==> src/rtl/wfg_drive_pat_stream_buf_pkg.sv <==
// Shared constants and types for the drive_pat stream buffer.
package wfg_drive_pat_pkg;

    // Default word width: one bit per pattern channel.
    localparam int WFG_PAT_CHANNELS_DEFAULT = 32;

    // Default buffer depth in words.
    localparam int WFG_PAT_DEPTH_DEFAULT = 4;

    // One pattern word at the default channel count.
    typedef logic [WFG_PAT_CHANNELS_DEFAULT-1:0] pat_word_t;

endpackage

==> src/rtl/wfg_drive_pat_stream_buf_if.sv <==
// AXI-Stream style word channel feeding the pattern buffer.
// Handshake: a word transfers in a cycle where tvalid and tready are both 1
// at the rising clock edge. The source holds tdata stable while tvalid is
// high and not yet accepted; tready never depends on tvalid.
interface wfg_drive_pat_stream_buf_if #(
    parameter int CHANNELS = 32
);
    logic [CHANNELS-1:0] tdata;
    logic                tvalid;
    logic                tready;

    modport master (
        output tdata,
        output tvalid,
        input  tready
    );

    modport slave (
        input  tdata,
        input  tvalid,
        output tready
    );
endinterface

==> src/rtl/wfg_drive_pat_stream_buf_fifo.sv <==
// Generic synchronous FIFO with flush. Push is ignored when full, pop is
// ignored when empty, flush overrides both. No read-through: a word written
// this cycle becomes visible at pop_data from the next cycle on.
module wfg_drive_pat_fifo #(
    parameter int WIDTH = 32,
    parameter int DEPTH = 4,
    localparam int AW = $clog2(DEPTH),
    localparam int CW = $clog2(DEPTH) + 1
) (
    input  logic             clk,
    input  logic             rst_n,
    input  logic             flush,
    input  logic             push,
    input  logic [WIDTH-1:0] push_data,
    input  logic             pop,
    output logic [WIDTH-1:0] pop_data,
    output logic [CW-1:0]    count,
    output logic             full,
    output logic             empty
);

    logic [WIDTH-1:0] mem [DEPTH];
    logic [AW-1:0]    wr_ptr;
    logic [AW-1:0]    rd_ptr;
    logic             do_push;
    logic             do_pop;

    assign full     = (count == CW'(DEPTH));
    assign empty    = (count == '0);
    assign do_push  = push && !full && !flush;
    assign do_pop   = pop && !empty && !flush;
    assign pop_data = mem[rd_ptr];

    // Storage array; contents need no reset because count gates visibility.
    always_ff @(posedge clk) begin
        if (do_push) begin
            mem[wr_ptr] <= push_data;
        end
    end

    // Pointers wrap naturally since DEPTH is a power of two.
    always_ff @(posedge clk or negedge rst_n) begin
        if (!rst_n) begin
            wr_ptr <= '0;
            rd_ptr <= '0;
            count  <= '0;
        end else if (flush) begin
            wr_ptr <= '0;
            rd_ptr <= '0;
            count  <= '0;
        end else begin
            if (do_push) begin
                wr_ptr <= wr_ptr + 1'b1;
            end
            if (do_pop) begin
                rd_ptr <= rd_ptr + 1'b1;
            end
            case ({do_push, do_pop})
                2'b10:   count <= count + 1'b1;
                2'b01:   count <= count - 1'b1;
                default: count <= count;
            endcase
        end
    end

endmodule

==> src/rtl/wfg_drive_pat_stream_buf.sv <==
// Stream buffer in front of the drive_pat channels: words arrive on the
// stream, each core sync pops one into the output register, and an empty
// buffer at sync time raises a sticky underflow flag.
module wfg_drive_pat_stream_buf
    import wfg_drive_pat_pkg::*;
#(
    parameter int CHANNELS = WFG_PAT_CHANNELS_DEFAULT,
    parameter int DEPTH    = WFG_PAT_DEPTH_DEFAULT,
    localparam int CW = $clog2(DEPTH) + 1
) (
    input  logic                clk,
    input  logic                rst_n,
    wfg_drive_pat_stream_buf_if.slave wfg_axis,
    input  logic                wfg_core_sync_i,
    input  logic                ctrl_en_q_i,
    input  logic                cfg_uflow_hold_q_i,
    input  logic [CHANNELS-1:0] cfg_idle_q_i,
    input  logic                clr_underflow_i,
    output logic [CHANNELS-1:0] axis_data_ff_o,
    output logic                underflow_o,
    output logic [CW-1:0]       fill_level_o
);

    logic [CHANNELS-1:0] pop_data;
    logic [CW-1:0]       count;
    logic                full;
    logic                empty;
    logic                push;
    logic                pop;
    logic                uflow_evt;
    logic                flush;

    // Ready comes from registered state only; rst_n term keeps it low in reset.
    assign wfg_axis.tready = rst_n && ctrl_en_q_i && !full;
    assign push            = wfg_axis.tvalid && wfg_axis.tready;
    assign flush           = !ctrl_en_q_i;
    assign pop             = wfg_core_sync_i && ctrl_en_q_i && !empty;
    assign uflow_evt       = wfg_core_sync_i && ctrl_en_q_i && empty;
    assign fill_level_o    = count;

    wfg_drive_pat_fifo #(
        .WIDTH (CHANNELS),
        .DEPTH (DEPTH)
    ) u_fifo (
        .clk       (clk),
        .rst_n     (rst_n),
        .flush     (flush),
        .push      (push),
        .push_data (wfg_axis.tdata),
        .pop       (pop),
        .pop_data  (pop_data),
        .count     (count),
        .full      (full),
        .empty     (empty)
    );

    // Output word register: flush clears, pop loads, underflow applies policy.
    always_ff @(posedge clk or negedge rst_n) begin
        if (!rst_n) begin
            axis_data_ff_o <= '0;
        end else if (flush) begin
            axis_data_ff_o <= '0;
        end else if (pop) begin
            axis_data_ff_o <= pop_data;
        end else if (uflow_evt && !cfg_uflow_hold_q_i) begin
            axis_data_ff_o <= cfg_idle_q_i;
        end
    end

    // Sticky underflow flag; a set in the same cycle as a clear wins.
    always_ff @(posedge clk or negedge rst_n) begin
        if (!rst_n) begin
            underflow_o <= 1'b0;
        end else if (uflow_evt) begin
            underflow_o <= 1'b1;
        end else if (clr_underflow_i) begin
            underflow_o <= 1'b0;
        end
    end

endmodule

==> src/flat_wrapper.sv <==
// flat-port wrapper written by rule: the top's interface ports become plain ports
module wfg_drive_pat_stream_buf_flat import wfg_drive_pat_pkg::*;
#(
    parameter int CHANNELS = WFG_PAT_CHANNELS_DEFAULT,
    parameter int DEPTH    = WFG_PAT_DEPTH_DEFAULT,
    localparam int CW = $clog2(DEPTH) + 1
)
  (clk, rst_n, wfg_core_sync_i, ctrl_en_q_i, cfg_uflow_hold_q_i, cfg_idle_q_i, clr_underflow_i, axis_data_ff_o, underflow_o, fill_level_o, wfg_axis_tdata, wfg_axis_tvalid, wfg_axis_tready);
  wfg_drive_pat_stream_buf_if #(.CHANNELS(CHANNELS)) wfg_axis_i ();
  input  logic clk;
  input  logic rst_n;
  input  logic wfg_core_sync_i;
  input  logic ctrl_en_q_i;
  input  logic cfg_uflow_hold_q_i;
  input  logic [CHANNELS-1:0] cfg_idle_q_i;
  input  logic clr_underflow_i;
  output logic [CHANNELS-1:0] axis_data_ff_o;
  output logic underflow_o;
  output logic [CW-1:0] fill_level_o;
  input wire logic [$bits(wfg_axis_i.tdata)-1:0] wfg_axis_tdata;
  input wire logic [$bits(wfg_axis_i.tvalid)-1:0] wfg_axis_tvalid;
  output wire logic [$bits(wfg_axis_i.tready)-1:0] wfg_axis_tready;
  assign wfg_axis_i.tdata = wfg_axis_tdata;
  assign wfg_axis_i.tvalid = wfg_axis_tvalid;
  assign wfg_axis_tready = wfg_axis_i.tready;
  wfg_drive_pat_stream_buf #(.CHANNELS(CHANNELS), .DEPTH(DEPTH)) u_core (.clk(clk), .rst_n(rst_n), .wfg_axis(wfg_axis_i), .wfg_core_sync_i(wfg_core_sync_i), .ctrl_en_q_i(ctrl_en_q_i), .cfg_uflow_hold_q_i(cfg_uflow_hold_q_i), .cfg_idle_q_i(cfg_idle_q_i), .clr_underflow_i(clr_underflow_i), .axis_data_ff_o(axis_data_ff_o), .underflow_o(underflow_o), .fill_level_o(fill_level_o));
endmodule
==> config.mk <==
export PLATFORM = sky130hd
export DESIGN_NAME = wfg_drive_pat_stream_buf_flat
export DESIGN_NICKNAME = d
export VERILOG_FILES = /design/src/rtl/wfg_drive_pat_stream_buf_pkg.sv /design/src/rtl/wfg_drive_pat_stream_buf_if.sv /design/src/rtl/wfg_drive_pat_stream_buf_fifo.sv /design/src/rtl/wfg_drive_pat_stream_buf.sv /design/src/flat_wrapper.sv
export SDC_FILE = /design/constraint.sdc
export NUM_CORES = 1
export LEC_CHECK = 0
export ABC_AREA = 0
export CORE_ASPECT_RATIO = 1.1
export CORE_MARGIN = 5
export CORE_UTILIZATION = 45
export DETAILED_ROUTE_END_ITERATION = 16
export MAX_ROUTING_LAYER = met4
export PLACE_DENSITY = 0.72
export SLEW_MARGIN = 20
export SYNTH_ARGS = -nofsm -noshare
export SYNTH_HDL_FRONTEND = slang
export SYNTH_SLANG_ARGS = --single-unit
==> constraint.sdc <==
create_clock -name clk -period 5.7 [get_ports clk]
set_input_delay 0.57 -clock clk [delete_from_list [all_inputs] [get_ports clk]]
set_output_delay 0.57 -clock clk [all_outputs]
set_load 0.1 [all_outputs]
==> impl_metrics.csv, run 1 <==
group,metric,value,unit
critical_path,critPathBufInv,2,
placed_design,dp.cells,614,
floorplanning,num_rows,46,
clock_tree,clockBufferDepth,2,
layout,final_area,8340,µm²
yosys,synth_cell_types,31,
layout,nFillCells,1093,
routing,wirelength,13.0,mm
pwr,ir_drop,0.000268,V
yosys,synth.avg_cell_area,19.8,µm²
yosys,synth_ff_type,"edfxtp_1",
critical_path,crit_chain,"clkdlybuf4s50_1 -> nand2_1 -> nor2_1 -> clkdlybuf4s50_1",
routing,wire_per_inst,20.1,µm
critical_path,r2r_end,"u_core.u_fifo.count[2]",
global_routing,grt_overflow,0,
placed_design,dp_hpwl,7.93,mm
global_routing,grt_max_degree,44,
timing,worst_pin_slew,0.994,ns
yosys,syn_area,6570,µm²
routing,drt_iter0_drc,225,
timing,hold_slack,0.245,ns
routing,drc_errors,0,
yosys,synth_area_leaders,"edfxtp_1 (59%), dfrtp_1 (15%), mux4_2 (11%), a22o_1 (4.0%), a21o_1 (3.4%)",
global_routing,grt_pass1_vias,3613,
timing,drv_slew,0,
critical_path,cp-start-kind,"input pin",
clock_tree,numCtsBuffers,17,
clock_tree,ctsRootBufferMaster,"clkbuf_16",
timing,min_period_over_period,56.4,%
floorplanning,initial_utilization,45.7,%
floorplanning,die_h,137,µm
layout,final_nets,517,
critical_path,worst-r2r-cell-count,7,
yosys,synth_edf_count,128,
global_routing,grt_pass1_wl,20.3,mm
clock_tree,h-tree-depth,4,
yosys,yosysMostFrequentCell,"edfxtp_1",
placed_design,dp_slack,2.29,ns
yosys,synth_nets,407,
pwr,p_per_area,492,nW/µm²
worst_hold_path,hp-class,"in2async",
clock_tree,cts_tree,"built",
timing,fin_crit,3.21,ns
clock_tree,clkSinkCount,168,
layout,final_util,58.0,%
clock_tree,insertion_delay,0.42,ns
critical_path,end_kind,"output pin",
pwr,power,4.10,mW
clock_tree,post-cts-setup-buffers,0,
timing,setup_viol,0,
critical_path,cp.required,5.13,ns
routing,antenna_left,0,
floorplanning,die_area,17100,µm²
layout,seq_area,4850,µm²
layout,drive_above_1_share,17.2,%
critical_path,reg2reg_from,"u_core.u_fifo.count[0]",
timing,fmax,0.311,GHz
routing,dr.pass1.iters,4,
timing,max_slew_margin,33.5,%
layout,area_growth,27.0,%
timing,worst_slack,2.49,ns
placed_design,io_buffers,107,
clock_tree,cts_hold_buf,0,
critical_path,cp_top_family,"buffers and inverters",
yosys,syn_inst,331,
timing,fin_tns_setup,0,ns
clock_tree,cts_resized,0,
critical_path,cp_slowest_cell,"clkdlybuf4s50_1",
placed_design,placed_area,7780,µm²
timing,finalHoldViolCount,0,
critical_path,max_stage_delay,1.14,ns
yosys,synth_top_area_cell,"edfxtp_1",
yosys,yosysTopAreaCellShare,58.5,%
critical_path,crit_top_cell,"clkdlybuf4s50_1",
placed_design,finalWeightedCongestion,0.708,
floorplanning,die_x,125,µm
yosys,seq_area_frac_synth,73.8,%
global_routing,track_usage,16.2,%
yosys,async_flop_share,23.8,%
timing,rsz0062_at_grt,"no",
routing,vias,3415,
routing,vias_per_cell,5.28,
layout,multi_input_area,1580,µm²
clock_tree,clk_pin_slew,0.06,ns
run,maxCapViolCount,0,
critical_path,worstPathArrival,2.64,ns
floorplanning,core_area,14400,µm²
yosys,synth_seq_cells,168,
status,status,"finished clean",
critical_path,critPathMaxFanout,14,
critical_path,worst-setup-path-type,"in2out",
floorplanning,top_level_ports,108,
global_routing,antenna_found_initial,1,
timing,skew,0.0138,ns
layout,finalNonFillerCells,647,
yosys,ys.warnings.count,0,
pwr,leakagePower,3.13,nW
yosys,netlist_top_cells_count,"edfxtp_1 (128), dfrtp_1 (40), mux4_2 (32)",
critical_path,reg2reg_slack,3.17,ns
worst max path at each step:
stage	start	end	slack, ns	depth (start not counted)
after floorplan	u_core.u_fifo.count[0]	wfg_axis_tready	2.57	2
after detailed placement	ctrl_en_q_i	u_core.u_fifo.count[2]	2.29	8
after CTS	ctrl_en_q_i	wfg_axis_tready	2.47	4
after global placement	ctrl_en_q_i	u_core.u_fifo.count[2]	2.38	8
final	ctrl_en_q_i	wfg_axis_tready	2.49	4
after global routing	ctrl_en_q_i	wfg_axis_tready	2.42	4
registers in the layout, summed over array words and instances (netlist names):
| register | cells |
|---|---|
| u_core.u_fifo.wr_ptr | 2 |
| u_core.u_fifo.count | 3 |
| u_core.axis_data_ff_o | 32 |
| u_core.underflow_o | 1 |
| u_core.u_fifo.mem | 128 |
| u_core.u_fifo.rd_ptr | 2 |
cell usage in the layout, fill, tap and decap left out, types with 5 or more instances in the layout:
master	count
edfxtp_1	128
clkdlybuf4s50_1	106
dfrtp_1	38
mux4_2	32
a22o_1	30
a21o_1	30
clkbuf_16	17
nand2_1	9
inv_1	5
layout make-up:
| type | count | area share (%) |
|---|---|---|
| Sequential cell | 168 | 58.1 |
| Timing Repair Buffer | 110 | 13.1 |
| Inverter | 5 | 0.225 |
| Multi-Input combinational cell | 139 | 19.0 |
| Tap cell | 192 | 2.88 |
| Clock inverter | 14 | 1.58 |
| Clock buffer | 18 | 5.15 |
| Antenna cell | 1 | 0.0300 |
where the power goes:
part           leakage [nW]  internal, mW  switching [mW]  total, mW
sequential             1.69          1.44          0.0831       1.52
combinational          1.17         0.474            1.02       1.50
clock                 0.268         0.638           0.441       1.08
total                  3.13          2.55            1.55       4.10
per-layer routing:
layer	vias to the layer above	track usage, %	part of all wire (%)
li1	1569	-	-
met1	1735	20.8	44
met2	104	25.8	51
met3	7	3.71	4.2
met4	0	5.90	0.88
met5	-	-	0
cell families (layout without fill, tap and decap cells):
kind of cell | Yosys count | after routing | share of synthesized area [%]
xor+xnor | 4 | 4 | 0.533
other cells | 0 | 1 | 0
mux | 35 | 35 | 11.4
buf+inv | 24 | 147 | 2.25
compound gates | 71 | 71 | 8.80
simple gates | 24 | 24 | 2.17
fa+ha+maj | 5 | 5 | 1.07
flops | 168 | 168 | 73.8
Power figures use the tool's default switching activity.
==> run 2, diff against run 1 <==
Settings changed: PLACE_DENSITY 0.72 to 0.75.
Clock period 5.7 ns to 2.7 ns, I/O delays scaled along.
==> run 2 against run 1 <==
Worst setup slack worse by 2.1 ns. Count of clock-buffer cells in the layout is 1 higher. Sequential share of layout area is 0.96 points lower. Critical path type unchanged. Highest routed layer unchanged.
==> impl_metrics.csv, run 2 (synthesis gave the netlist of run 1 again) <==
group,metric,value,unit
status,status,"finished clean",
pwr,clockPowerShare,27.9,%
critical_path,critPathMaxFanout,42,
clock_tree,clockBufferDepth,2,
critical_path,crit_chain,"dlygate4sd3_1 -> buf_2 -> buf_4 -> nand2_1 -> nor2_2 -> buf_4",
critical_path,crit_path_end,"wfg_axis_tready",
timing,fin_crit,2.28,ns
routing,drt_iter0_drc,182,
global_routing,grt_pass1_wl,20.6,mm
critical_path,reg2reg_slack,0.49,ns
timing,worst_pin_slew,0.815,ns
floorplanning,die_area,17100,µm²
floorplanning,top_level_ports,108,
timing,skew,0.00674,ns
critical_path,critPathBufInv,4,
global_routing,grt_pass1_vias,3832,
worst_hold_path,worstHoldStart,"clr_underflow_i",
critical_path,end_kind,"output pin",
global_routing,grt_max_degree,43,
placed_design,io_buffers,107,
placed_design,finalWeightedCongestion,0.726,
pwr,leakagePower,3.31,nW
critical_path,cp-start-kind,"input pin",
timing,rsz0062_at_grt,"no",
routing,antenna_left,0,
critical_path,cp.required,2.43,ns
worst_hold_path,hp-class,"in2reg",
run,maxCapViolCount,0,
pwr,swShare,37.8,%
clock_tree,clk_pin_slew,0.06,ns
layout,top_regs,"u_core.u_fifo.mem: 128 flops, u_core.axis_data_ff_o: 32 flops, u_core.u_fifo.count: 3 flops",
critical_path,worst-setup-path-type,"in2out",
pwr,p_seq_share,36.4,%
layout,layout_common_cells,"edfxtp_1 (128), clkdlybuf4s50_1 (69), buf_4 (52)",
floorplanning,initial_utilization,45.7,%
timing,fmax,0.438,GHz
layout,largest_register_ffs,128,
critical_path,cp_slowest_cell,"dlygate4sd3_1",
pwr,power.switching,3.33,mW
pwr,power,8.83,mW
routing,wirelength,13.3,mm
pwr,internal_power,5.49,mW
clock_tree,ctsRootBufferMaster,"clkbuf_16",
critical_path,max_stage_delay,0.56,ns
layout,drive_above_1_share,28.7,%
critical_path,reg2reg_from,"u_core.u_fifo.count[0]",
timing,finalHoldViolCount,0,
routing,vias,3477,
timing,max_slew_margin,45.6,%
floorplanning,die_h,137,µm
routing,wire_per_inst,20.1,µm
timing,min_period_over_period,84.6,%
global_routing,antenna_found_initial,1,
floorplanning,die_x,125,µm
timing,setup_viol,0,
layout,top_register,"u_core.u_fifo.mem",
pwr,combPwrFrac,35.7,%
routing,drc_errors,0,
critical_path,crit_top_cell,"buf_4",
pwr,ir_drop,0.000653,V
placed_design,dp_hpwl,9.35,mm
clock_tree,h-tree-depth,4,
timing,fin_tns_setup,0,ns
global_routing,grt_overflow,0,
timing,drv_slew,0,
clock_tree,clkSinkCount,168,
critical_path,worst-r2r-cell-count,7,
critical_path,cp-startpoint,"rst_n",
timing,hold_slack,0.434,ns
layout,layout_commonest_cell,"edfxtp_1",
critical_path,r2r_end,"u_core.u_fifo.count[2]",
routing,vias_per_cell,5.24,
global_routing,track_usage,16.6,%
critical_path,path_depth,6,
clock_tree,numCtsBuffers,17,
critical_path,cp_top_family,"buffers and inverters",
critical_path,worstPathArrival,2.01,ns
floorplanning,core_area,14400,µm²
pwr,p_per_area,1040,nW/µm²
layout,area_growth,29.1,%
clock_tree,post-cts-setup-buffers,0,
floorplanning,num_rows,46,
layout,final_util,58.9,%
routing,dr.pass1.iters,5,
clock_tree,cts_tree,"built",
clock_tree,insertion_delay,0.42,ns
layout,final_nets,534,
==> run 2: how the worst min path moves through the flow <==
stage | depth (start not counted) | slack, ns | endpoint
3_5_place_dp | 2 | 0.44 | u_core.u_fifo.count[1]
5_1_grt | 2 | 0.44 | u_core.underflow_o
4_1_cts | 2 | 0.42 | u_core.underflow_o
6_report | 2 | 0.43 | u_core.underflow_o
2_1_floorplan | 0 | -0.03 | u_core.axis_data_ff_o[0]
3_3_place_gp | 2 | 0.42 | u_core.underflow_o
==> run 2: per-stage QoR <==
step           instances  instance area [µm²]  worst slack (ns)
2_1_floorplan        331                 6580             0.164
3_3_place_gp         630                 7860             0.392
3_5_place_dp         630                 7860             0.330
4_1_cts              663                 8480             0.359
5_1_grt              664                 8480             0.248
6_report             664                 8480             0.417
==> run 2: worst register-to-register path, delay by kind of cell (launching register included) <==
kind	cells	cell delay, ns
buf+inv	1	0.11
simple gates	2	0.62
mux	1	0.22
flops	1	0.47
fa+ha+maj	1	0.19
compound gates	2	0.53
==> run 2: cell type report <==
class / instances / area, µm²
Tap cell: 192 / 240
Sequential cell: 168 / 4850
Multi-Input combinational cell: 139 / 1580
Timing Repair Buffer: 127 / 1180
Clock buffer: 19 / 443
Antenna cell: 1 / 2.50
Fill cell: 1075 / 5910
Inverter: 5 / 18.8
Clock inverter: 13 / 168
==> run 2: power by group through the flow <==
stage / combinational, mW / clock [mW] / sequential, mW
2_1_floorplan: 1.02 / 0 / 4.70
3_3_place_gp: 3.15 / 0 / 3.25
3_5_place_dp: 3.19 / 0 / 3.27
4_1_cts: 3.20 / 2.52 / 3.21
5_1_grt: 3.30 / 2.63 / 3.24
6_report: 3.15 / 2.47 / 3.21
==> run 2: what timing repair did <==
item	in CTS	in global routing
endpoints found under the hold margin	40	0
gates resized for setup	0	0
hold buffers	1	0
==> run 2: metal layers <==
layer	global-route usage, %	wire length, µm	up-vias
li1	-	-	1598
met4	6.39	155	0
met2	28.1	7110	91
met1	19.0	5330	1778
met5	-	0	-
met3	4.72	730	10
